===== src/rtl/booth_rr_sequencer_if.sv =====
// Handshake and datapath-control bundle between two requesters, the shared
// Booth multiplier datapath and the booth_rr_sequencer controller.
//   req0/req1   : per-requester service requests (held until the matching done)
//   q0/qsub1    : datapath Q[0] and Q(-1) status bits
//   sel         : operand mux owner (0 = requester 0, 1 = requester 1)
//   CargaQ/CargaM/CargaA/Resta/DesplazaAQ : datapath strobes
//   busy        : controller not idle
//   done0/done1 : one-cycle product-valid pulses
// The slave modport is the controller's view; master is the environment's.
interface booth_rr_sequencer_if;
  logic req0;
  logic req1;
  logic q0;
  logic qsub1;
  logic sel;
  logic CargaQ;
  logic CargaM;
  logic CargaA;
  logic Resta;
  logic DesplazaAQ;
  logic busy;
  logic done0;
  logic done1;

  modport master (
    output req0, req1, q0, qsub1,
    input  sel, CargaQ, CargaM, CargaA, Resta, DesplazaAQ, busy, done0, done1
  );

  modport slave (
    input  req0, req1, q0, qsub1,
    output sel, CargaQ, CargaM, CargaA, Resta, DesplazaAQ, busy, done0, done1
  );
endinterface


===== src/rtl/booth_rr_sequencer.sv =====
// Booth radix-2 multiplier control sequencer shared by two requesters with
// round-robin arbitration on ties.
// Ports:
//   clk   : rising-edge clock
//   reset : asynchronous active-high reset
//   bus   : booth_rr_sequencer_if.slave (requests, datapath status, strobes)
// Parameters:
//   N  : operand width = number of Booth iterations
//   CW : iteration counter width, must satisfy 2**CW > N
// Each operation runs LOAD, then N x (EVAL, SHIFT), then DONE, then IDLE.
module booth_rr_sequencer #(
  parameter int N  = 8,
  parameter int CW = 4
) (
  input logic clk,
  input logic reset,
  booth_rr_sequencer_if.slave bus
);

  typedef enum logic [2:0] {IDLE, LOAD, EVAL, SHIFT, DONE} state_t;

  state_t          state, state_n;
  logic            sel_r, sel_n;
  logic            last_r, last_n;   // requester served most recently
  logic [CW-1:0]   cnt, cnt_n;
  logic [CW-1:0]   cnt_inc;

  logic cq, cm, ca, rs, sh, d0, d1;

  assign cnt_inc = cnt + CW'(1);

  always_ff @(posedge clk or posedge reset) begin
    if (reset) begin
      state  <= IDLE;
      sel_r  <= 1'b0;
      last_r <= 1'b1;               // requester 0 wins the first tie
      cnt    <= '0;
    end else begin
      state  <= state_n;
      sel_r  <= sel_n;
      last_r <= last_n;
      cnt    <= cnt_n;
    end
  end

  always_comb begin
    state_n = state;
    sel_n   = sel_r;
    last_n  = last_r;
    cnt_n   = cnt;
    cq = 1'b0;
    cm = 1'b0;
    ca = 1'b0;
    rs = 1'b0;
    sh = 1'b0;
    d0 = 1'b0;
    d1 = 1'b0;
    case (state)
      IDLE: begin
        // Requests are only looked at here; sel is frozen until DONE.
        if (bus.req0 && bus.req1) begin
          sel_n   = ~last_r;
          state_n = LOAD;
        end else if (bus.req0) begin
          sel_n   = 1'b0;
          state_n = LOAD;
        end else if (bus.req1) begin
          sel_n   = 1'b1;
          state_n = LOAD;
        end
      end
      LOAD: begin
        cq      = 1'b1;
        cm      = 1'b1;
        cnt_n   = '0;
        state_n = EVAL;
      end
      EVAL: begin
        // 10 -> A-M, 01 -> A+M, 00/11 -> no add.
        ca      = bus.q0 ^ bus.qsub1;
        rs      = bus.q0 & ~bus.qsub1;
        state_n = SHIFT;
      end
      SHIFT: begin
        sh      = 1'b1;
        cnt_n   = cnt_inc;
        state_n = (cnt_inc < CW'(N)) ? EVAL : DONE;
      end
      DONE: begin
        d0      = ~sel_r;
        d1      = sel_r;
        last_n  = sel_r;
        state_n = IDLE;
      end
      default: state_n = IDLE;
    endcase
  end

  assign bus.sel        = sel_r;
  assign bus.CargaQ     = cq;
  assign bus.CargaM     = cm;
  assign bus.CargaA     = ca;
  assign bus.Resta      = rs;
  assign bus.DesplazaAQ = sh;
  assign bus.busy       = (state != IDLE);
  assign bus.done0      = d0;
  assign bus.done1      = d1;

endmodule

===== src/flat_wrapper.sv =====
// flat-port wrapper written by rule: the top's interface ports become plain ports
module booth_rr_sequencer_flat 
#(
  parameter int N  = 8,
  parameter int CW = 4
)
  (clk, reset, bus_req0, bus_req1, bus_q0, bus_qsub1, bus_sel, bus_CargaQ, bus_CargaM, bus_CargaA, bus_Resta, bus_DesplazaAQ, bus_busy, bus_done0, bus_done1);
  booth_rr_sequencer_if bus_i ();
  input logic clk;
  input logic reset;
  input wire logic [$bits(bus_i.req0)-1:0] bus_req0;
  input wire logic [$bits(bus_i.req1)-1:0] bus_req1;
  input wire logic [$bits(bus_i.q0)-1:0] bus_q0;
  input wire logic [$bits(bus_i.qsub1)-1:0] bus_qsub1;
  output wire logic [$bits(bus_i.sel)-1:0] bus_sel;
  output wire logic [$bits(bus_i.CargaQ)-1:0] bus_CargaQ;
  output wire logic [$bits(bus_i.CargaM)-1:0] bus_CargaM;
  output wire logic [$bits(bus_i.CargaA)-1:0] bus_CargaA;
  output wire logic [$bits(bus_i.Resta)-1:0] bus_Resta;
  output wire logic [$bits(bus_i.DesplazaAQ)-1:0] bus_DesplazaAQ;
  output wire logic [$bits(bus_i.busy)-1:0] bus_busy;
  output wire logic [$bits(bus_i.done0)-1:0] bus_done0;
  output wire logic [$bits(bus_i.done1)-1:0] bus_done1;
  assign bus_i.req0 = bus_req0;
  assign bus_i.req1 = bus_req1;
  assign bus_i.q0 = bus_q0;
  assign bus_i.qsub1 = bus_qsub1;
  assign bus_sel = bus_i.sel;
  assign bus_CargaQ = bus_i.CargaQ;
  assign bus_CargaM = bus_i.CargaM;
  assign bus_CargaA = bus_i.CargaA;
  assign bus_Resta = bus_i.Resta;
  assign bus_DesplazaAQ = bus_i.DesplazaAQ;
  assign bus_busy = bus_i.busy;
  assign bus_done0 = bus_i.done0;
  assign bus_done1 = bus_i.done1;
  booth_rr_sequencer #(.N(N), .CW(CW)) u_core (.clk(clk), .reset(reset), .bus(bus_i));
endmodule

===== config.mk =====
export PLATFORM = sky130hd
export DESIGN_NAME = booth_rr_sequencer_flat
export DESIGN_NICKNAME = d
export VERILOG_FILES = /design/src/rtl/booth_rr_sequencer_if.sv /design/src/rtl/booth_rr_sequencer.sv /design/src/flat_wrapper.sv
export SDC_FILE = /design/constraint.sdc
export NUM_CORES = 1
export LEC_CHECK = 0
export CORE_MARGIN = 4
export CORE_UTILIZATION = 35
export DETAILED_ROUTE_END_ITERATION = 12
export PLACE_DENSITY = 0.6
export SLEW_MARGIN = 20
export SYNTH_ARGS = -nofsm -noshare
export SYNTH_HDL_FRONTEND = slang
export SYNTH_SLANG_ARGS = --single-unit

===== constraint.sdc =====
create_clock -name clk -period 2.5 [get_ports clk]
set_input_delay 0.5 -clock clk [delete_from_list [all_inputs] [get_ports clk]]
set_output_delay 0.5 -clock clk [all_outputs]
set_load 0.01 [all_outputs]

Word-level counts from Yosys, hierarchy flattened
Cells that the tools add are included.

RAM bits: 0. Memories: 0. Latch bits: 0. Bits in registers: 9. Logic and storage cells: 37. ROM bits: 0. Output and inout port bits: 9.

Bitwise operators: 5. Multipliers: 0. Eq/ne operators: 5. Shift-type cells: 0. Muxes and demuxes: 15. Reduce and logical (&&, ||, !) cells: 6. $lt $le $gt $ge: 1. Div/mod/pow operators: 0. Add/sub/neg operators: 1.

Operator list (count): 3-bit 2-to-1 mux (4); 3-bit one-hot mux with 4 select lines (1); 1-bit 2-to-1 mux (9); 4-bit one-hot mux with 2 select lines (1); 3-bit by 2-bit equality test with 1-bit output, second input constant (2); 3-bit nonzero test (2); 4-bit by 1-bit adder with 4-bit output, second input constant (1); 4-bit less-than comparator, second input constant (1); 4-bit by 3-bit != test with 1-bit output, second input constant (1); 3-bit by 1-bit equality test with 1-bit output, second input constant (1); 3-bit equality test, second input constant (1); 3-bit logical NOT (1); 1-bit inverter (3); 2-bit AND reduction (1); 2-bit nonzero test (1); 1-bit bitwise AND (1); 1-bit logical AND (1); 1-bit XOR (1).

Logic depth before layout (Yosys ltp)
Depth in word-level cells: 4. Mapped depth: 4. Mapped depth without buffers: 4.

Worst setup path before layout
Ideal clock, no wire load.

Path type: input port to output port. Start point: in bus_qsub1. End point: out bus_CargaA. Buffers on the path: 0. Stages on the path: 3. Slack: 0.762 ns. Data arrival time: 1.238 ns. Path through: inv_1 -> ha_1 -> nor4b_1.

Longest elaborated chain between the ends: 2.

Ends and longest elaborated chain: from (decl) (RTL line flat_wrapper.sv:14) `input wire logic [$bits(bus_i.qsub1)-1:0] bus_qsub1;`; 1-bit XOR (RTL line booth_rr_sequencer.sv:80) `ca = bus.q0 ^ bus.qsub1;`; 1-bit 2-to-1 mux (RTL line booth_rr_sequencer.sv:58) `case (state)`; to (decl) (RTL line flat_wrapper.sv:18) `output wire logic [$bits(bus_i.CargaA)-1:0] bus_CargaA;`.

No other way between the ends.

Worst setup path after layout
Start point: in bus_qsub1. End point: out bus_Resta.

Longest elaborated chain between the ends: 3.

Ends and longest elaborated chain: 1-bit inverter (RTL line booth_rr_sequencer.sv:81) `rs = bus.q0 & ~bus.qsub1;`; 1-bit bitwise AND (RTL line booth_rr_sequencer.sv:81); 1-bit 2-to-1 mux (RTL line booth_rr_sequencer.sv:58); to (decl) (RTL line flat_wrapper.sv:19) `output wire logic [$bits(bus_i.Resta)-1:0] bus_Resta;`.

No other way between the ends.

==> flow_summary.json <==
{
  "critPathLaunchType": "input port",
  "cp.required_ps": 2000,
  "die_y_um": 46.70,
  "slew_viol_final": 0,
  "antenna-diode-count": 0,
  "drive_above_1_share_pct": 13.24,
  "clock_latency_ps": 260,
  "ys_ff_latch": 9,
  "dp_hpwl_um": 721.4,
  "port_buffers": 14,
  "first_global_vias": 365,
  "first_pass_iters": 4,
  "skew_ps": 1.179,
  "avgRoutedWirePerCell_um": 11.58,
  "synthTopCellsByCount": "dfrtp_1, nand2_1, inv_1",
  "fin_util_pct": 49.95,
  "io_pins": 15,
  "netlist_instances": 54,
  "syn_area_per_cell_um2": 9.708,
  "tightest_slew_ps": 422.6,
  "drtIter0Drc": 11,
  "yosysSeqAreaShare_pct": 43.20,
  "path_clk_slew_ps": 60,
  "ys.flop_type": "dfrtp_1",
  "dieArea_um2": 2181,
  "grt_max_degree": 12,
  "synth_area_leaders": "dfrtp_1, dfstp_2, nand2_1, ha_1, buf_4",
  "synthesis.area_um2": 524.3,
  "maxCapViolations": 0,
  "rsz0062_at_grt": "false",
  "grt_pass1_wl_um": 1600,
  "worst-endpoint-arrival_ps": 1870,
  "ant_nets": 0,
  "area_growth_pct": 28.64,
  "worst_setup_path_end_kind": "output pin",
  "cts_tree": "built",
  "max_freq_mhz": 422.2,
  "finalWeightedCongestion": 0.6958,
  "cts_max_path_buffers": 2,
  "ys_types": 27,
  "path_buf_inv": 3,
  "vias": 413,
  "cts-buffers-inserted": 3,
  "routed_wl_um": 961,
  "hold_violations": 0,
  "cts_sinks": 9,
  "slew_headroom_pct": 71.82,
  "ir_drop_uv": 426.1,
  "finalSetupTns_ps": 0,
  "path_cells": "clkdlybuf4s50_1 > inv_1 > ha_1 > and4bb_2 > clkdlybuf4s50_1",
  "critPathMostFrequentCell": "clkdlybuf4s50_1",
  "core_area_um2": 1350,
  "hp-class": "in2async",
  "timing.rr.start": "u_core.state[1]",
  "via_per_inst": 4.976,
  "grt_antenna_before_repair": 0,
  "synth_edf_count": 0,
  "crit_slowest_cell": "clkdlybuf4s50_1",
  "period_share_pct": 94.74,
  "crit_family": "buffers and inverters",
  "fin_crit_ps": 2369,
  "cp-startpoint": "bus_qsub1",
  "ys_async_sr_fraction_pct": 100.0,
  "track_usage_pct": 11.20,
  "drc": 0,
  "power.leakage_nw": 0.3033,
  "finalSetupViolCount": 0,
  "synth_area_leader_cell": "dfrtp_1",
  "start_util_pct": 38.83,
  "yosys.area.top_type_share_pct": 38.19,
  "timing_worst_setup_path_type": "in2out",
  "cts_resized": 1,
  "slowest_delay_ps": 470,
  "yosysMostFrequentCell": "dfrtp_1",
  "yosysWarnings": 0,
  "rows": 13,
  "h-tree-depth": 1,
  "root_buffer": "clkbuf_4",
  "die_width_um": 46.70,
  "total_power_w": 0.0007644,
  "cts_hold_buf": 0,
  "powerDensity_nw_per_um2": 1133,
  "post-cts-setup-buffers": 0,
  "cp_max_fo": 1,
  "grt_overflow_total": 0,
  "syn_nets": 62,
  "status": "complete, no violations",
  "nets": 77
}
## stage by stage
stage / instances / instance area [um2] / worst slack, ps / hold WS [ps]
6_report: 83 / 674.4 / 131.4 / 485.6
5_1_grt: 83 / 674.4 / 54.41 / 516.5
4_1_cts: 83 / 674.4 / 118.4 / 490.2
3_5_place_dp: 79 / 649.4 / -112.3 / 513.3
3_3_place_gp: 79 / 649.4 / -68.48 / 498.7
2_1_floorplan: 54 / 524.3 / 761.9 / 327.2
## final timing paths
| path | endpoint | slack (ps) | depth (start not counted) |
|---|---|---|---|
| worst min-delay path | u_core.cnt[0] | 490 | 2 |
| worst max register to register | u_core.cnt[3] | 1300 | 3 |
| max in group asynchronous | u_core.last_r | 1720 | 2 |
| worst max-delay path | bus_Resta | 130 | 5 |
| worst min register to register | u_core.last_r | 520 | 1 |
| min in group clk | u_core.last_r | 520 | 1 |
## cells in the final DEF (no fill, tap or decap)
cell	netlist	layout
clkdlybuf4s50_1	0	13
dfrtp_1	8	8
nand2_1	7	7
inv_1	5	5
nor2_1	4	4
clkbuf_4	0	3
o21ai_1	2	2
nor3_1	2	2
nand2b_1	2	2
o21ai_0	2	2
ha_1	2	2
nor3_2	1	1
a32o_1	1	1
nand3_1	1	1
xnor2_1	1	1
nand3b_4	1	1
nand2b_4	1	1
a21oi_1	1	1
or3_1	1	1
nor2_2	1	1
o21a_1	1	1
and3_1	1	1
and4bb_2	1	1
nor4b_1	1	1
a22o_1	1	1
a21o_1	1	1
clkbuf_1	0	1
dlygate4sd2_1	0	1
dfstp_2	1	1
## state kept, by name, summed over array words and instances, names as in the netlist
register / flops
u_core.cnt: 4
u_core.state: 3
u_core.bus.sel: 1
u_core.last_r: 1
## logic make-up (layout without fill, tap and decap cells)
| logic type | count (synthesis) | count (layout) | synth area share (%) |
|---|---|---|---|
| buf+inv | 9 | 23 | 10.02 |
| flops | 9 | 9 | 43.20 |
| fa+ha+maj | 2 | 2 | 4.773 |
| simple gates | 24 | 24 | 29.12 |
| compound gates | 9 | 9 | 11.22 |
| xor+xnor | 1 | 1 | 1.671 |
## layer usage
| layer | wire length [um] | up-vias | GRT usage, % |
|---|---|---|---|
| met1 | 456 | 186 | 12.92 |
| met3 | 64 | 4 | 3.516 |
| met2 | 406 | 11 | 15.66 |
| li1 | - | 212 | - |
| met4 | 34 | 0 | 11.60 |
| met5 | 0 | - | 0 |
## report_power, final
| part | total, W | switching [W] | internal [W] |
|---|---|---|---|
| logic | 0.000342 | 0.000146 | 0.000196 |
| clock network | 0.000114 | 0.0000523 | 0.0000616 |
| registers | 0.000309 | 0.0000954 | 0.000213 |
## layout make-up
| type | count | area, um2 |
|---|---|---|
| inverter | 5 | 18.77 |
| multi-input combinational | 36 | 245.2 |
| timing repair buffer | 14 | 138.9 |
| clock buffer | 4 | 26.28 |
| tap | 15 | 18.77 |
| sequential | 9 | 226.5 |
| fill | 129 | 675.6 |
(Power assumes the default switching activity.)
